File: src/rtl/noc_router_xy_sync_pkg.sv
// rtl/noc_router_xy_sync_pkg.sv - shared port enum, XY route and round-robin helpers
// Contents: port_e (N,E,S,W,PE), NUM_PORTS, route(), rr_grant(), next_ptr()
package noc_router_pkg;

  localparam int NUM_PORTS = 5;

  typedef enum logic [2:0] {
    P_N  = 3'd0,
    P_E  = 3'd1,
    P_S  = 3'd2,
    P_W  = 3'd3,
    P_PE = 3'd4
  } port_e;

  // Dimension-ordered: resolve X first, then Y, then eject locally.
  function automatic port_e route(input logic [31:0] dst_x, input logic [31:0] dst_y,
                                  input logic [31:0] my_x, input logic [31:0] my_y);
    if (dst_x > my_x)      return P_E;
    else if (dst_x < my_x) return P_W;
    else if (dst_y > my_y) return P_N;
    else if (dst_y < my_y) return P_S;
    else                   return P_PE;
  endfunction

  // First requester at or after ptr, wrapping 4 -> 0; one-hot result.
  function automatic logic [NUM_PORTS-1:0] rr_grant(input logic [NUM_PORTS-1:0] req,
                                                   input logic [2:0] ptr);
    logic [NUM_PORTS-1:0] gnt;
    logic                 found;
    logic [2:0]           idx;
    gnt   = '0;
    found = 1'b0;
    for (int k = 0; k < NUM_PORTS; k++) begin
      idx = 3'((int'(ptr) + k) % NUM_PORTS);
      if (!found && req[idx]) begin
        gnt[idx] = 1'b1;
        found    = 1'b1;
      end
    end
    return gnt;
  endfunction

  // Pointer moves one past the winner so the winner has lowest priority next time.
  function automatic logic [2:0] next_ptr(input logic [NUM_PORTS-1:0] gnt);
    logic [2:0] nxt;
    nxt = 3'd0;
    for (int i = 0; i < NUM_PORTS; i++) begin
      if (gnt[i]) nxt = (i == NUM_PORTS - 1) ? 3'd0 : 3'(i + 1);
    end
    return nxt;
  endfunction

endpackage

File: src/rtl/noc_router_xy_sync_if.sv
// rtl/noc_router_xy_sync_if.sv - five-lane flit bus (data/valid/ready per port)
// master drives data,valid and samples ready; slave the reverse
interface noc_router_xy_sync_if
  import noc_router_pkg::*;
#(
  parameter int WIDTH = 35
);
  logic [NUM_PORTS-1:0][WIDTH-1:0] data;
  logic [NUM_PORTS-1:0]            valid;
  logic [NUM_PORTS-1:0]            ready;

  modport master (output data, output valid, input ready);
  modport slave  (input data, input valid, output ready);
endinterface

File: src/rtl/noc_router_xy_sync_fifo.sv
// rtl/noc_router_xy_sync_fifo.sv - per-port input flit FIFO (DEPTH power of two)
// Ports: clk, rst_n, push, pop, wdata, rdata (head), empty, full, count
module noc_router_fifo #(
  parameter int WIDTH = 35,
  parameter int DEPTH = 4
) (
  input  logic                   clk,
  input  logic                   rst_n,
  input  logic                   push,
  input  logic                   pop,
  input  logic [WIDTH-1:0]       wdata,
  output logic [WIDTH-1:0]       rdata,
  output logic                   empty,
  output logic                   full,
  output logic [$clog2(DEPTH):0] count
);
  localparam int PTR_W = $clog2(DEPTH);
  localparam int CNT_W = PTR_W + 1;

  logic [WIDTH-1:0] mem [DEPTH];
  logic [PTR_W-1:0] wr_ptr;
  logic [PTR_W-1:0] rd_ptr;
  logic             do_push;
  logic             do_pop;

  assign full    = (count == CNT_W'(DEPTH));
  assign empty   = (count == '0);
  assign do_push = push && !full;
  assign do_pop  = pop && !empty;
  assign rdata   = mem[rd_ptr];

  // Storage carries no reset; validity is tracked by count alone.
  always_ff @(posedge clk) begin
    if (do_push) mem[wr_ptr] <= wdata;
  end

  // Pointers wrap naturally because DEPTH is a power of two.
  always_ff @(posedge clk or negedge rst_n) begin
    if (!rst_n) begin
      wr_ptr <= '0;
      rd_ptr <= '0;
      count  <= '0;
    end else begin
      if (do_push) wr_ptr <= wr_ptr + 1'b1;
      if (do_pop)  rd_ptr <= rd_ptr + 1'b1;
      case ({do_push, do_pop})
        2'b10:   count <= count + 1'b1;
        2'b01:   count <= count - 1'b1;
        default: count <= count;
      endcase
    end
  end
endmodule

File: src/rtl/noc_router_xy_sync.sv
// rtl/noc_router_xy_sync.sv - five-port XY mesh router with RR arbiters and registered outputs
// Ports: clk, rst_n (async, active low), in_bus (slave: flits in), out_bus (master: flits out)
// Port order on both buses: 0=N 1=E 2=S 3=W 4=PE
module noc_router_xy_sync
  import noc_router_pkg::*;
#(
  parameter int WIDTH = 35,
  parameter int X_W   = 2,
  parameter int Y_W   = 2,
  parameter int DEPTH = 4,
  parameter int MY_X  = 0,
  parameter int MY_Y  = 0
) (
  input  logic                  clk,
  input  logic                  rst_n,
  noc_router_xy_sync_if.slave   in_bus,
  noc_router_xy_sync_if.master  out_bus
);
  localparam int CNT_W = $clog2(DEPTH) + 1;

  logic [WIDTH-1:0]                head  [NUM_PORTS];
  logic [CNT_W-1:0]                count [NUM_PORTS];
  port_e                           route_sel [NUM_PORTS];
  logic [NUM_PORTS-1:0]            empty, full, push, pop;
  logic [NUM_PORTS-1:0][NUM_PORTS-1:0] req, grant;
  logic [NUM_PORTS-1:0][WIDTH-1:0] sel_data;
  logic [NUM_PORTS-1:0][WIDTH-1:0] data_q;
  logic [NUM_PORTS-1:0]            valid_q;
  logic [NUM_PORTS-1:0][2:0]       ptr;

  for (genvar i = 0; i < NUM_PORTS; i++) begin : g_in
    // Ready comes from the registered count only, so out_ready never reaches in_ready.
    assign in_bus.ready[i] = (count[i] != CNT_W'(DEPTH));
    assign push[i]         = in_bus.valid[i] && !full[i];

    noc_router_fifo #(.WIDTH(WIDTH), .DEPTH(DEPTH)) u_fifo (
      .clk   (clk),
      .rst_n (rst_n),
      .push  (push[i]),
      .pop   (pop[i]),
      .wdata (in_bus.data[i]),
      .rdata (head[i]),
      .empty (empty[i]),
      .full  (full[i]),
      .count (count[i])
    );

    assign route_sel[i] = route(32'(head[i][WIDTH-1 -: X_W]),
                                32'(head[i][WIDTH-1-X_W -: Y_W]),
                                32'(MY_X), 32'(MY_Y));
  end

  // Arbitration, pop and load select all come from registered heads plus out_ready.
  always_comb begin
    req      = '0;
    grant    = '0;
    pop      = '0;
    sel_data = '0;
    for (int o = 0; o < NUM_PORTS; o++) begin
      for (int i = 0; i < NUM_PORTS; i++) begin
        req[o][i] = !empty[i] && (route_sel[i] == port_e'(3'(o)));
      end
      if (!valid_q[o] || out_bus.ready[o]) begin
        grant[o] = rr_grant(req[o], ptr[o]);
      end
      // Each input requests a single output, so OR-ing grants never double-pops.
      pop = pop | grant[o];
      for (int i = 0; i < NUM_PORTS; i++) begin
        if (grant[o][i]) sel_data[o] = head[i];
      end
    end
  end

  always_ff @(posedge clk or negedge rst_n) begin
    if (!rst_n) begin
      data_q  <= '0;
      valid_q <= '0;
      ptr     <= '0;
    end else begin
      for (int o = 0; o < NUM_PORTS; o++) begin
        if (|grant[o]) begin
          data_q[o]  <= sel_data[o];
          valid_q[o] <= 1'b1;
          ptr[o]     <= next_ptr(grant[o]);
        end else if (out_bus.ready[o]) begin
          valid_q[o] <= 1'b0;
        end
      end
    end
  end

  assign out_bus.data  = data_q;
  assign out_bus.valid = valid_q;
endmodule

File: src/flat_wrapper.sv
// flat-port wrapper written by rule: the top's interface ports become plain ports
module noc_router_xy_sync_flat import noc_router_pkg::*;
#(
  parameter int WIDTH = 35,
  parameter int X_W   = 2,
  parameter int Y_W   = 2,
  parameter int DEPTH = 4,
  parameter int MY_X  = 0,
  parameter int MY_Y  = 0
)
  (clk, rst_n, in_bus_data, in_bus_valid, in_bus_ready, out_bus_data, out_bus_valid, out_bus_ready);
  noc_router_xy_sync_if #(.WIDTH(WIDTH)) in_bus_i ();
  noc_router_xy_sync_if #(.WIDTH(WIDTH)) out_bus_i ();
  input  logic clk;
  input  logic rst_n;
  input wire logic [$bits(in_bus_i.data)-1:0] in_bus_data;
  input wire logic [$bits(in_bus_i.valid)-1:0] in_bus_valid;
  output wire logic [$bits(in_bus_i.ready)-1:0] in_bus_ready;
  output wire logic [$bits(out_bus_i.data)-1:0] out_bus_data;
  output wire logic [$bits(out_bus_i.valid)-1:0] out_bus_valid;
  input wire logic [$bits(out_bus_i.ready)-1:0] out_bus_ready;
  assign in_bus_i.data = in_bus_data;
  assign in_bus_i.valid = in_bus_valid;
  assign in_bus_ready = in_bus_i.ready;
  assign out_bus_data = out_bus_i.data;
  assign out_bus_valid = out_bus_i.valid;
  assign out_bus_i.ready = out_bus_ready;
  noc_router_xy_sync #(.WIDTH(WIDTH), .X_W(X_W), .Y_W(Y_W), .DEPTH(DEPTH), .MY_X(MY_X), .MY_Y(MY_Y)) u_core (.clk(clk), .rst_n(rst_n), .in_bus(in_bus_i), .out_bus(out_bus_i));
endmodule
File: config.mk
export PLATFORM = sky130hd
export DESIGN_NAME = noc_router_xy_sync_flat
export DESIGN_NICKNAME = d
export VERILOG_FILES = /design/src/rtl/noc_router_xy_sync_pkg.sv /design/src/rtl/noc_router_xy_sync_if.sv /design/src/rtl/noc_router_xy_sync_fifo.sv /design/src/rtl/noc_router_xy_sync.sv /design/src/flat_wrapper.sv
export SDC_FILE = /design/constraint.sdc
export NUM_CORES = 1
export LEC_CHECK = 0
export ABC_AREA = 1
export BUFFER_PORTS_ARGS = -buffer_cell sky130_fd_sc_hd__clkbuf_2
export CELL_PAD_IN_SITES_DETAIL_PLACEMENT = 0
export CELL_PAD_IN_SITES_GLOBAL_PLACEMENT = 1
export CORE_ASPECT_RATIO = 0.5
export CORE_UTILIZATION = 51
export DETAILED_ROUTE_END_ITERATION = 7
export PLACE_DENSITY_LB_ADDON = 0.08
export RECOVER_POWER = 100
export SLEW_MARGIN = 25
export SYNTH_ARGS = -nofsm -noshare
export SYNTH_HDL_FRONTEND = slang
export SYNTH_SLANG_ARGS = --single-unit
File: constraint.sdc
create_clock -name clk -period 12.5 [get_ports clk]
set_clock_uncertainty 0.2 [all_clocks]
set_input_delay 3.125 -clock clk [delete_from_list [all_inputs] [get_ports clk]]
set_output_delay 3.125 -clock clk [all_outputs]
set_load 0.02 [all_outputs]
==> out/qor.yml, run 1 <==
setup_path:
  crit_type: "reg2reg"
  path_common_cell: "nand2_1"
  crit_family: "simple AND/OR/NAND/NOR gates"
  worst-path-max-fanout: 37
  startpoint_type: "flop"
  max_stage_delay_ps: 2670
  worstPathRequired_ps: 12870
  critPathCaptureType: "flop"
  slowest_stage: "nor2_1"
  arrival_ps: 9640
  crit_buf_inv: 6
global_routing:
  grt_overflow: 0
  grt_max_degree: 100
  antenna_found_initial: 16
  grt_pass1_wl_um: 184000
  grt_pass1_vias: 28900
  grt_usage_pct: 30.3
place:
  placedCellCount: 5378
  gp_congestion: 0.869
  port_buffers: 297
  place_hpwl_um: 85800
  placed_area_um2: 43600
synthesis:
  seq_area_frac_synth_pct: 59.9
  yosysTopAreaCellShare_pct: 50.7
  synth_seq_cells: 852
  syn_inst: 4155
  synth_edf_count: 700
  synth_cell_type_count: 48
  synthFlopType: "edfxtp_1"
  ys_warn_count: 0
  ys_async_sr_fraction_pct: 17.8
  synth.area.top_cells: "edfxtp_1 (51%), dfrtp_1 (9.2%), nand3_1 (7.2%)"
  netlist_top_cells_count: "nand2_1 (708), edfxtp_1 (700), nand3_1 (596), nor2_1 (554), o21ai_0 (331)"
  avgSynthCellArea_um2: 9.98
  yosys.area.top_type: "edfxtp_1"
  synth_area_um2: 41500
  yosysMostFrequentCell: "nand2_1"
sta:
  fin_tns_setup_ps: 0
  period_share_pct: 74.1
  whs_ps: 268
  worst_pin_slew_ps: 3610
  relSlewSlack_pct: -141
  period_needed_ps: 9270
  hold_violations: 0
  slew_viol_final: 726
  fmax_mhz: 108
  rsz0062_at_grt: "no"
  setup_viol: 0
layout:
  syn_to_final_growth_pct: 9.14
  drive_above_1_share_pct: 7.22
  fin_cells: 5528
  design_area_um2: 45300
  nets: 4646
cts:
  cts_made_buffers: 75
  path_clk_slew_ps: 60
  post_cts_resized: 0
  h-tree-depth: 3
  postCtsSetupRepairBufs: 0
  cts_tree: "built"
  cts_hold_buf: 0
  clkLatencyLatePin_ps: 690
  numClockSinks: 852
  ctsLongestPathBuffers: 3
  cts_root_buffer: "clkbuf_16"
detailed_routing:
  detail_route.wl_per_cell_um: 22.8
  detail-route-antenna-nets: 0
  dr_wl_met2_um: 57900
  wl_met3_um: 11000
  drtIter0Drc: 3436
  drt_pre_antenna_iters: 6
  vias: 31400
  wl_um: 126000
  drc: 0
  drt-vias-per-instance: 5.69
  met1Wirelength_um: 53200
  maxUsedRoutingLayer: "met5"
floorplan:
  die_x_um: 405
  fp.dieH_um: 204
  start_util_pct: 51.9
  ios: 372
  core_um2: 79900
  num_rows: 73
  die-area_um2: 82500
min_path:
  hp-class: "reg2reg"
outcome:
  violations: "capacitance limit, slew limit"
  outcome: "complete, but fails checks"
run:
  maxCapViolations: 22
[per-layer routing]
layer  track usage [%]  up-vias
li1                  -    14700
met1              43.0    15200
met2              47.4     1288
met3              5.63      214
met4              9.36        6
met5                 0        -
[placed cells by master, fill, tap and decap left out, drive strengths merged, types with 3 or more instances in the layout]
master / count
nand2: 754
edfxtp: 700
nand3: 648
nor2: 582
clkbuf: 421
o21ai: 368
inv: 260
dfrtp: 152
o22ai: 133
ha: 84
conb: 72
a21oi: 55
clkinv: 33
nand4: 32
xor2: 30
buf: 25
a32oi: 21
nor3: 19
xnor2: 10
diode: 9
nand3b: 7
or2: 6
fa: 5
o21bai: 4
clkinvlp: 4
a32o: 3
[flip-flops by register name (all words and copies together) (netlist names)]
signal,flops
u_core.g_in.u_fifo.mem,700
u_core.g_in.u_fifo.count,15
u_core.ptr,9
u_core.out_bus.valid,3
u_core.g_in.u_fifo.rd_ptr,10
u_core.out_bus.data,105
u_core.g_in.u_fifo.wr_ptr,10
[through the flow]
stage,worst slack (ps),util [%]
2_1_floorplan,7080,-
6_report,3230,56.6
4_1_cts,5640,57.5
3_3_place_gp,5680,54.4
5_1_grt,2620,56.6
3_5_place_dp,5680,54.5
[worst paths after layout]
check | from | end | slack [ps] | depth (start not counted)
setup reg to reg | u_core.ptr[3] | u_core.ptr[3] | 3230 | 30
hold reg to reg | u_core.g_in[2].u_fifo.count[0] | u_core.g_in[2].u_fifo.count[0] | 270 | 1
max in group asynchronous | rst_n | u_core.g_in[4].u_fifo.rd_ptr[0] | 4770 | 2
hold / removal | u_core.g_in[2].u_fifo.count[0] | u_core.g_in[2].u_fifo.count[0] | 270 | 1
min in group asynchronous | rst_n | u_core.out_bus.data[34] | 3350 | 1
setup / recovery | u_core.ptr[3] | u_core.ptr[3] | 3230 | 30
[layout make-up]
class / instances / area (µm²)
Antenna cell: 9 / 22.5
Sequential cell: 852 / 24800
Clock buffer: 103 / 2070
Tap cell: 1087 / 1360
Timing Repair Buffer: 343 / 1420
Clock inverter: 36 / 333
Multi-Input combinational cell: 2836 / 14200
Inverter: 262 / 993
Fill cell: 6999 / 34700
[kinds of logic (layout without fill, tap and decap cells)]
family / Yosys count / after routing / synth area share (%)
DFF: 852 / 852 / 59.9
xor gates and xnor gates: 40 / 40 / 0.881
other: 1 / 81 / 0.00904
adders and majority gates: 89 / 89 / 2.78
buffers and inverters: 538 / 744 / 6.19
AOI/OAI and AO/OA: 586 / 586 / 7.89
and+or+nand+nor: 2049 / 2049 / 22.4
Power of run 1 is not shown: default switching activity piles up to over one toggle a cycle in this logic, so the estimate is an artifact.
==> run 2, diff against run 1 <==
Settings changed: CORE_UTILIZATION 51 to 43.
Clock period 12.5 ns to 7.4 ns, I/O delays scaled along.
==> run 2 against run 1 <==
  * The run still ends with capacitance limit, slew limit left
  * Hold slack gained 7.6 ps
  * Critical path depth shrank 6
  * Clock-buffer cell count shrank 10
  * Critical endpoint is now u_core.g_in[2].u_fifo.count[2]
==> out/qor.yml, run 2 (synthesis gave the netlist of run 1 again) <==
cts:
  cts_hold_buf: 0
  cts_root_buffer: "clkbuf_16"
  cts_tree: "built"
  path_clk_slew_ps: 60
  cts_made_buffers: 79
  numClockSinks: 852
  ctsLongestPathBuffers: 3
  post_cts_resized: 0
  h-tree-depth: 3
  postCtsSetupRepairBufs: 0
  clkLatencyLatePin_ps: 700
layout:
  utilization_pct: 48.0
  design_area_um2: 45800
  final_common_cell: "nand2_1"
  drive_above_1_share_pct: 7.90
  largest_reg_flops: 700
  layout_common_cells: "nand2_1 (714), edfxtp_1 (700), nand3_1 (624)"
  top_register: "u_core.g_in.u_fifo.mem"
  nets: 4668
  syn_to_final_growth_pct: 10.3
sta:
  rsz0062_at_grt: "no"
  hold_violations: 0
  setup_viol: 0
  whs_ps: 276
  period_needed_ps: 6700
  period_share_pct: 90.5
  relSlewSlack_pct: -76.8
  slew_viol_final: 655
  fmax_mhz: 149
  fin_tns_setup_ps: 0
  worst_pin_slew_ps: 2650
detailed_routing:
  drt_pre_antenna_iters: 6
  vias: 31600
  drc: 0
  drt-vias-per-instance: 5.51
  wl_um: 134000
  detail_route.wl_per_cell_um: 23.3
  drtIter0Drc: 3167
  detail-route-antenna-nets: 0
place:
  gp_congestion: 0.866
  placed_area_um2: 43900
  port_buffers: 297
  place_hpwl_um: 92400
floorplan:
  die-area_um2: 97800
  die_x_um: 441
  ios: 372
  fp.dieH_um: 222
  core_um2: 95400
  num_rows: 80
  start_util_pct: 43.5
global_routing:
  grt_max_degree: 94
  grt_usage_pct: 26.9
  antenna_found_initial: 15
  grt_overflow: 0
  grt_pass1_vias: 28100
  grt_pass1_wl_um: 192000
outcome:
  outcome: "complete, but fails checks"
  violations: "capacitance limit, slew limit"
setup_path:
  max_stage_delay_ps: 1010
  crit_type: "reg2reg"
  arrival_ps: 7050
  crit_chain: "inv_2 > buf_4 > nand2_1 > nand3_1 > nand2_1 > nand2_1 > nor2_1 > inv_1 > nand3_1 > nand3_1 > nor2_1 > nand4_1 > nor2_1 > nor2_1 > nand3_2 > buf_4 > nand2_2 > nand3_1 > ha_1 > inv_1 > fa_1 > a21oi_1 > o21ai_0 > xor2_1"
  worstPathRequired_ps: 7750
  critPathCaptureType: "flop"
  startpoint_type: "flop"
  worst-path-max-fanout: 39
  slowest_stage: "dfrtp_1"
run:
  maxCapViolations: 21
min_path:
  hp-class: "reg2reg"
## run 2: layout make-up
type | count | area, µm²
Antenna cell | 4 | 10.0
Clock buffer | 93 | 2080
Clock inverter | 52 | 435
Fill cell | 8966 | 49600
Inverter | 262 | 993
Multi-Input combinational cell | 2836 | 14300
Sequential cell | 852 | 24800
Tap cell | 1271 | 1590
Timing Repair Buffer | 361 | 1560
## run 2: routing by layer
layer  global-route usage, %  share of wire, %  vias up
li1                        -                 -    14800
met1                    39.4                45    15500
met2                    41.0                46     1103
met3                    4.43               6.5      224
met4                    8.25               3.0       10
met5                       0             0.052        -
## run 2: path summary, 6_finish.rpt
path / end / slack (ps) / cells past startpoint / startpoint
min reg2reg: u_core.g_in[2].u_fifo.count[0] / 280 / 1 / u_core.g_in[2].u_fifo.count[0]
min: u_core.g_in[2].u_fifo.count[0] / 280 / 1 / u_core.g_in[2].u_fifo.count[0]
max: u_core.g_in[2].u_fifo.count[2] / 700 / 24 / u_core.g_in[2].u_fifo.rd_ptr[0]
max reg2reg: u_core.g_in[2].u_fifo.count[2] / 700 / 24 / u_core.g_in[2].u_fifo.rd_ptr[0]
max in group asynchronous: u_core.g_in[2].u_fifo.wr_ptr[1] / 4870 / 2 / rst_n
min in group asynchronous: u_core.out_bus.data[33] / 1000 / 1 / rst_n
## run 2: through the flow
stage	setup slack (ps)	instances
5_1_grt	296	5728
3_3_place_gp	1270	5581
4_1_cts	1120	5726
2_1_floorplan	2280	4226
6_report	703	5731
3_5_place_dp	1160	5581
## run 2: worst max-delay path, delay by kind of cell, from the launching register on
kind            cells  cell delay (ps)
fa+ha+maj           2              650
simple gates       14             2710
flops               1             1010
compound gates      2              250
buf+inv             5             1540
xor+xnor            1              160
Power of run 2 is left out for the same reason.
